===== src/rtl/clock_time_controller.sv =====
`default_nettype none
// ============================================================================
// Module      : clock_time_controller
// Description : Sequencing controller for cascaded BCD time counters.
//               Seconds (mod-60), minutes (mod-60) and hours (mod-HR_MOD).
//               Advances time from a 1 Hz tick in RUN. Provides a
//               button-driven set mode (hours, then minutes) that takes
//               over the counter chain.
// Ports       : clk        - system clock, rising edge
//               rst_n      - synchronous active-low reset
//               tick_1hz   - one-clk pulse per second
//               mode_btn   - debounced level, press = rising edge
//               inc_btn    - debounced level, press = rising edge
//               sec_bcd    - seconds BCD {tens, units}
//               min_bcd    - minutes BCD {tens, units}
//               hr_bcd     - hours BCD {tens, units}
//               state      - 0=RUN, 1=SET_HR, 2=SET_MIN
//               blink      - show (1) / blank (0) for the field being set
//               min_carry  - 1-clk pulse on seconds wrap in RUN
//               hr_carry   - 1-clk pulse on minutes wrap in RUN
// Revision    : 1.0 - initial release
// ============================================================================
module clock_time_controller #(
    parameter int HR_MOD = 24
) (
    input  logic       clk,
    input  logic       rst_n,
    input  logic       tick_1hz,
    input  logic       mode_btn,
    input  logic       inc_btn,
    output logic [7:0] sec_bcd,
    output logic [7:0] min_bcd,
    output logic [7:0] hr_bcd,
    output logic [1:0] state,
    output logic       blink,
    output logic       min_carry,
    output logic       hr_carry
);

    typedef enum logic [1:0] {
        ST_RUN     = 2'd0,
        ST_SET_HR  = 2'd1,
        ST_SET_MIN = 2'd2
    } state_t;

    // Last legal value of each field, in BCD.
    localparam logic [7:0] c_ms_last_bcd = 8'h59;
    localparam logic [7:0] c_hr_last_bcd = {4'((HR_MOD - 1) / 10), 4'((HR_MOD - 1) % 10)};

    state_t     r_state;
    state_t     w_state_next;
    logic       r_mode_q;
    logic       r_inc_q;
    logic [7:0] r_sec;
    logic [7:0] r_min;
    logic [7:0] r_hr;
    logic       r_blink;
    logic       r_min_carry;
    logic       r_hr_carry;
    logic       w_mode_press;
    logic       w_inc_press;

    // BCD increment with wrap to 00 after 'last'.
    function automatic logic [7:0] bcd_inc(input logic [7:0] v, input logic [7:0] last);
        if (v == last) begin
            return 8'h00;
        end else if (v[3:0] == 4'd9) begin
            return {v[7:4] + 4'd1, 4'd0};
        end else begin
            return {v[7:4], v[3:0] + 4'd1};
        end
    endfunction

    assign w_mode_press = mode_btn & ~r_mode_q;
    assign w_inc_press  = inc_btn  & ~r_inc_q;

    // State register
    always_ff @(posedge clk) begin
        if (!rst_n) begin
            r_state <= ST_RUN;
        end else begin
            r_state <= w_state_next;
        end
    end

    // Next-state logic: only a mode press moves the FSM.
    always_comb begin
        w_state_next = r_state;
        if (w_mode_press) begin
            case (r_state)
                ST_RUN:     w_state_next = ST_SET_HR;
                ST_SET_HR:  w_state_next = ST_SET_MIN;
                ST_SET_MIN: w_state_next = ST_RUN;
                default:    w_state_next = ST_RUN;
            endcase
        end
    end

    // Time registers, button history, blink and carries.
    always_ff @(posedge clk) begin
        if (!rst_n) begin
            // History resets high so a button held through reset is not a press.
            r_mode_q    <= 1'b1;
            r_inc_q     <= 1'b1;
            r_sec       <= 8'h00;
            r_min       <= 8'h00;
            r_hr        <= 8'h00;
            r_blink     <= 1'b1;
            r_min_carry <= 1'b0;
            r_hr_carry  <= 1'b0;
        end else begin
            r_mode_q    <= mode_btn;
            r_inc_q     <= inc_btn;
            r_min_carry <= 1'b0;
            r_hr_carry  <= 1'b0;
            if (w_mode_press) begin
                // Mode has priority: any coincident tick or inc is dropped.
                r_blink <= 1'b1;
                if (r_state == ST_SET_MIN) begin
                    r_sec <= 8'h00;
                end
            end else begin
                case (r_state)
                    ST_RUN: begin
                        r_blink <= 1'b1;
                        if (tick_1hz) begin
                            r_sec <= bcd_inc(r_sec, c_ms_last_bcd);
                            if (r_sec == c_ms_last_bcd) begin
                                r_min       <= bcd_inc(r_min, c_ms_last_bcd);
                                r_min_carry <= 1'b1;
                                if (r_min == c_ms_last_bcd) begin
                                    r_hr       <= bcd_inc(r_hr, c_hr_last_bcd);
                                    r_hr_carry <= 1'b1;
                                end
                            end
                        end
                    end
                    ST_SET_HR: begin
                        if (w_inc_press) begin
                            r_hr <= bcd_inc(r_hr, c_hr_last_bcd);
                        end
                        if (tick_1hz) begin
                            r_blink <= ~r_blink;
                        end
                    end
                    ST_SET_MIN: begin
                        if (w_inc_press) begin
                            r_min <= bcd_inc(r_min, c_ms_last_bcd);
                        end
                        if (tick_1hz) begin
                            r_blink <= ~r_blink;
                        end
                    end
                    default: begin
                        r_blink <= 1'b1;
                    end
                endcase
            end
        end
    end

    assign sec_bcd   = r_sec;
    assign min_bcd   = r_min;
    assign hr_bcd    = r_hr;
    assign state     = r_state;
    assign blink     = r_blink;
    assign min_carry = r_min_carry;
    assign hr_carry  = r_hr_carry;

endmodule
`default_nettype wire


===== config.mk =====
export PLATFORM = sky130hd
export DESIGN_NAME = clock_time_controller
export DESIGN_NICKNAME = d
export VERILOG_FILES = /design/src/rtl/clock_time_controller.sv
export SDC_FILE = /design/constraint.sdc
export NUM_CORES = 1
export LEC_CHECK = 0
export CAP_MARGIN = 15
export CELL_PAD_IN_SITES_DETAIL_PLACEMENT = 1
export CELL_PAD_IN_SITES_GLOBAL_PLACEMENT = 2
export CORE_MARGIN = 5
export CORE_UTILIZATION = 32
export CTS_BUF_LIST = sky130_fd_sc_hd__clkbuf_2
export DETAILED_ROUTE_END_ITERATION = 10
export GPL_TIMING_DRIVEN = 1
export PLACE_DENSITY_LB_ADDON = 0.1
export SLEW_MARGIN = 20
export SYNTH_ARGS = -nofsm -noshare
export SYNTH_HDL_FRONTEND = slang
export SYNTH_SLANG_ARGS = --single-unit

===== constraint.sdc =====
create_clock -name clk -period 2.4 [get_ports clk]
set_input_delay 0.48 -clock clk [delete_from_list [all_inputs] [get_ports clk]]
set_output_delay 0.48 -clock clk [all_outputs]
set_load 0.02 [all_outputs]

==> impl_metrics.yaml <==
placed_design:
  gp_congestion: 0.728
  pre_cts_ws_ps: -132
  place_hpwl_um: 3400
  place_area_um2: 2200
  placed_cells: 296
  port_buffers: 33
final_layout:
  drive_gt1_share_pct: 15.1
  num_antenna_cells: 0
  final_cells: 302
  final_common_cell: "clkdlybuf4s50_1"
  final_cell_mix: "33 x clkdlybuf4s50_1, 31 x dfxtp_1, 18 x nand2_1"
  design_area_um2: 2230
  area_delta_synth_final_pct: 31.4
  final_util_pct: 43.5
  nNetsFinal: 251
die:
  fp-row-count: 26
  fp.dieW_um: 82.9
  core-area_um2: 5140
  die_area_um2: 6870
  io_pins: 34
  die_y_um: 82.9
  initial_core_util_pct: 33.1
clocking:
  cts_buffer_depth: 2
  clk_transition_reported_paths_ps: 150
  cts_sinks: 31
  post-cts-setup-buffers: 0
  cts_made_buffers: 5
  ctsResizeCount: 0
  cts-hold-fix-buffers: 0
  cts_tree: "built"
  cts_root_buf: "clkbuf_2"
  clk_latency_ps: 360
  htreeDepth: 2
setup_path:
  worstPathRequired_ps: 2660
  crit_fanout: 6
  end_kind: "register"
  r2r-start: "state[0]"
  rr_worst_depth: 7
  reg2reg_to: "hr_bcd[7]"
  startpoint_type: "register"
  cp.arrival_ps: 2410
  setup.worst_path.class: "register to register"
  ff2ff_setup_slack_ps: 250
sta:
  maxSlewViolCount: 0
  rsz0062_at_grt: "false"
  fmax_ghz: 0.465
  slew_headroom_pct: 81.4
  tightest_slew_ps: 275
  fin_crit_sh_pct: 89.7
  clock_skew_ps: 9.53
  hold_viol: 0
  setup_violations: 0
  worst_slack_ps: 248
  min_period_ps: 2150
detailed_routing:
  drtIter0Drc: 38
  dr.pass1.iters: 2
  routed_wl_um: 4170
  via_per_inst: 4.97
  wl_per_cell_um: 13.8
  drtAntennaViolNets: 0
  vias: 1502
  drc: 0
run_status:
  status: "finished clean"
grt:
  grt_start_max_net_pins: 15
  grt_overflow: 0
  globalRouteTotalUtil_pct: 13.1
  grt_pass1_vias: 1591
  grt_pass1_wl_um: 7570
  antenna_found_initial: 0
power:
  peakVddDrop_mv: 0.218
  p_leak_nw: 0.947
  powerDensity_nw_per_um2: 390
synth:
  yosysWarnings: 0
  ys.flop_type: "dfxtp_1"
  synth_top_cell_area_share_pct: 36.5
  synthCells: 183
  syn_avg_cell_area_um2: 9.28
  yosysTopAreaCell: "dfxtp_1"
  synth_cell_types: 49
  syn_area_um2: 1700
  synth_fp_nets: 201
  synth.area.top_cells: "dfxtp_1 37%, ha_1 9.6%, nand2_1 4.0%"
  yosys_register_bits: 31
  synthArstFlopShare_pct: 0
  synth_edf_count: 0
  seq_area_frac_synth_pct: 36.5
min_path:
  min_from: "state[0]"
  hold_class: "register to register"
  hold_path_end: "state[0]"
  hold_path_depth: 2
job:
  cap_violations: 0
power breakdown:
| part | leakage, nW | total, W | internal [W] | switching, W |
|---|---|---|---|---|
| registers | 0.251 | 0.000534 | 0.000524 | 0.0000106 |
| logic | 0.671 | 0.000106 | 0.0000518 | 0.0000537 |
| clock network | 0.0249 | 0.000232 | 0.0000658 | 0.000166 |
worst max path at each step:
stage	startpoint	endpoint	slack [ps]	cells after the start
final	state[0]	hr_bcd[7]	250	7
after global routing	state[1]	hr_bcd[7]	90	7
after floorplan	min_bcd[4]	hr_bcd[7]	220	6
after detailed placement	tick_1hz	hr_bcd[7]	-130	6
after CTS	state[1]	hr_bcd[7]	220	7
after global placement	tick_1hz	hr_bcd[7]	-70	6
Yosys cell counts (all sizes together) (3+ instances only):
| master | n |
|---|---|
| nor2b | 6 |
| a21o | 3 |
| nor2 | 14 |
| nand2b | 4 |
| a21boi | 7 |
| o21ai | 9 |
| nand2 | 18 |
| dfxtp | 31 |
| inv | 10 |
| nand3b | 5 |
| nand3 | 9 |
| or3 | 4 |
| nand4 | 6 |
| clkbuf | 3 |
| nor3b | 4 |
| xnor2 | 3 |
| ha | 13 |
flip-flops by register name, indices dropped and copies added, names as in the netlist:
register and count:
r_inc_q 1, blink 1, sec_bcd 8, min_bcd 8, min_carry 1, hr_bcd 8, hr_carry 1, state 2
r_mode_q 1
through the flow:
step	total power [W]	hold WS, ps	setup TNS (ps)
finish	0.000872	523	0
global route	0.000922	551	0
CTS	0.000888	531	0
detailed placement	0.000654	511	-327
global placement	0.000649	490	-147
floorplan	0.000600	564	0
final cells by class:
type | count | area, um^2
well taps | 70 | 87.6
repair buffers | 46 | 428
multi-input cells | 139 | 1030
inverters | 10 | 37.5
clock buffers | 6 | 30.0
flip-flops and latches | 31 | 621
fillers | 634 | 2910
worst max-delay path, cell delays in order (launching register included):
cell	delay [ps]
dfxtp_1	370
inv_1	90
ha_1	260
nand4b_1	220
o41ai_4	290
nand3_2	120
o31a_1	340
a221o_1	370
kinds of logic after synthesis:
kind of cell | count (synthesis) | synth area share (%)
AOI/OAI and AO/OA | 35 | 16.1
and+or+nand+nor | 82 | 29.9
buffers and inverters | 13 | 2.87
xor gates and xnor gates | 5 | 2.58
muxes | 4 | 2.50
DFF | 31 | 36.5
adders and majority gates | 13 | 9.57
routing by layer:
layer	vias up	GRT usage [%]	wire length (um)
li1	752	-	-
met1	720	14.4	1830
met2	25	23.8	2100
met3	5	4.36	189
met4	0	4.01	57
met5	-	0	0
No activity file was read; power rests on OpenSTA's default activity.
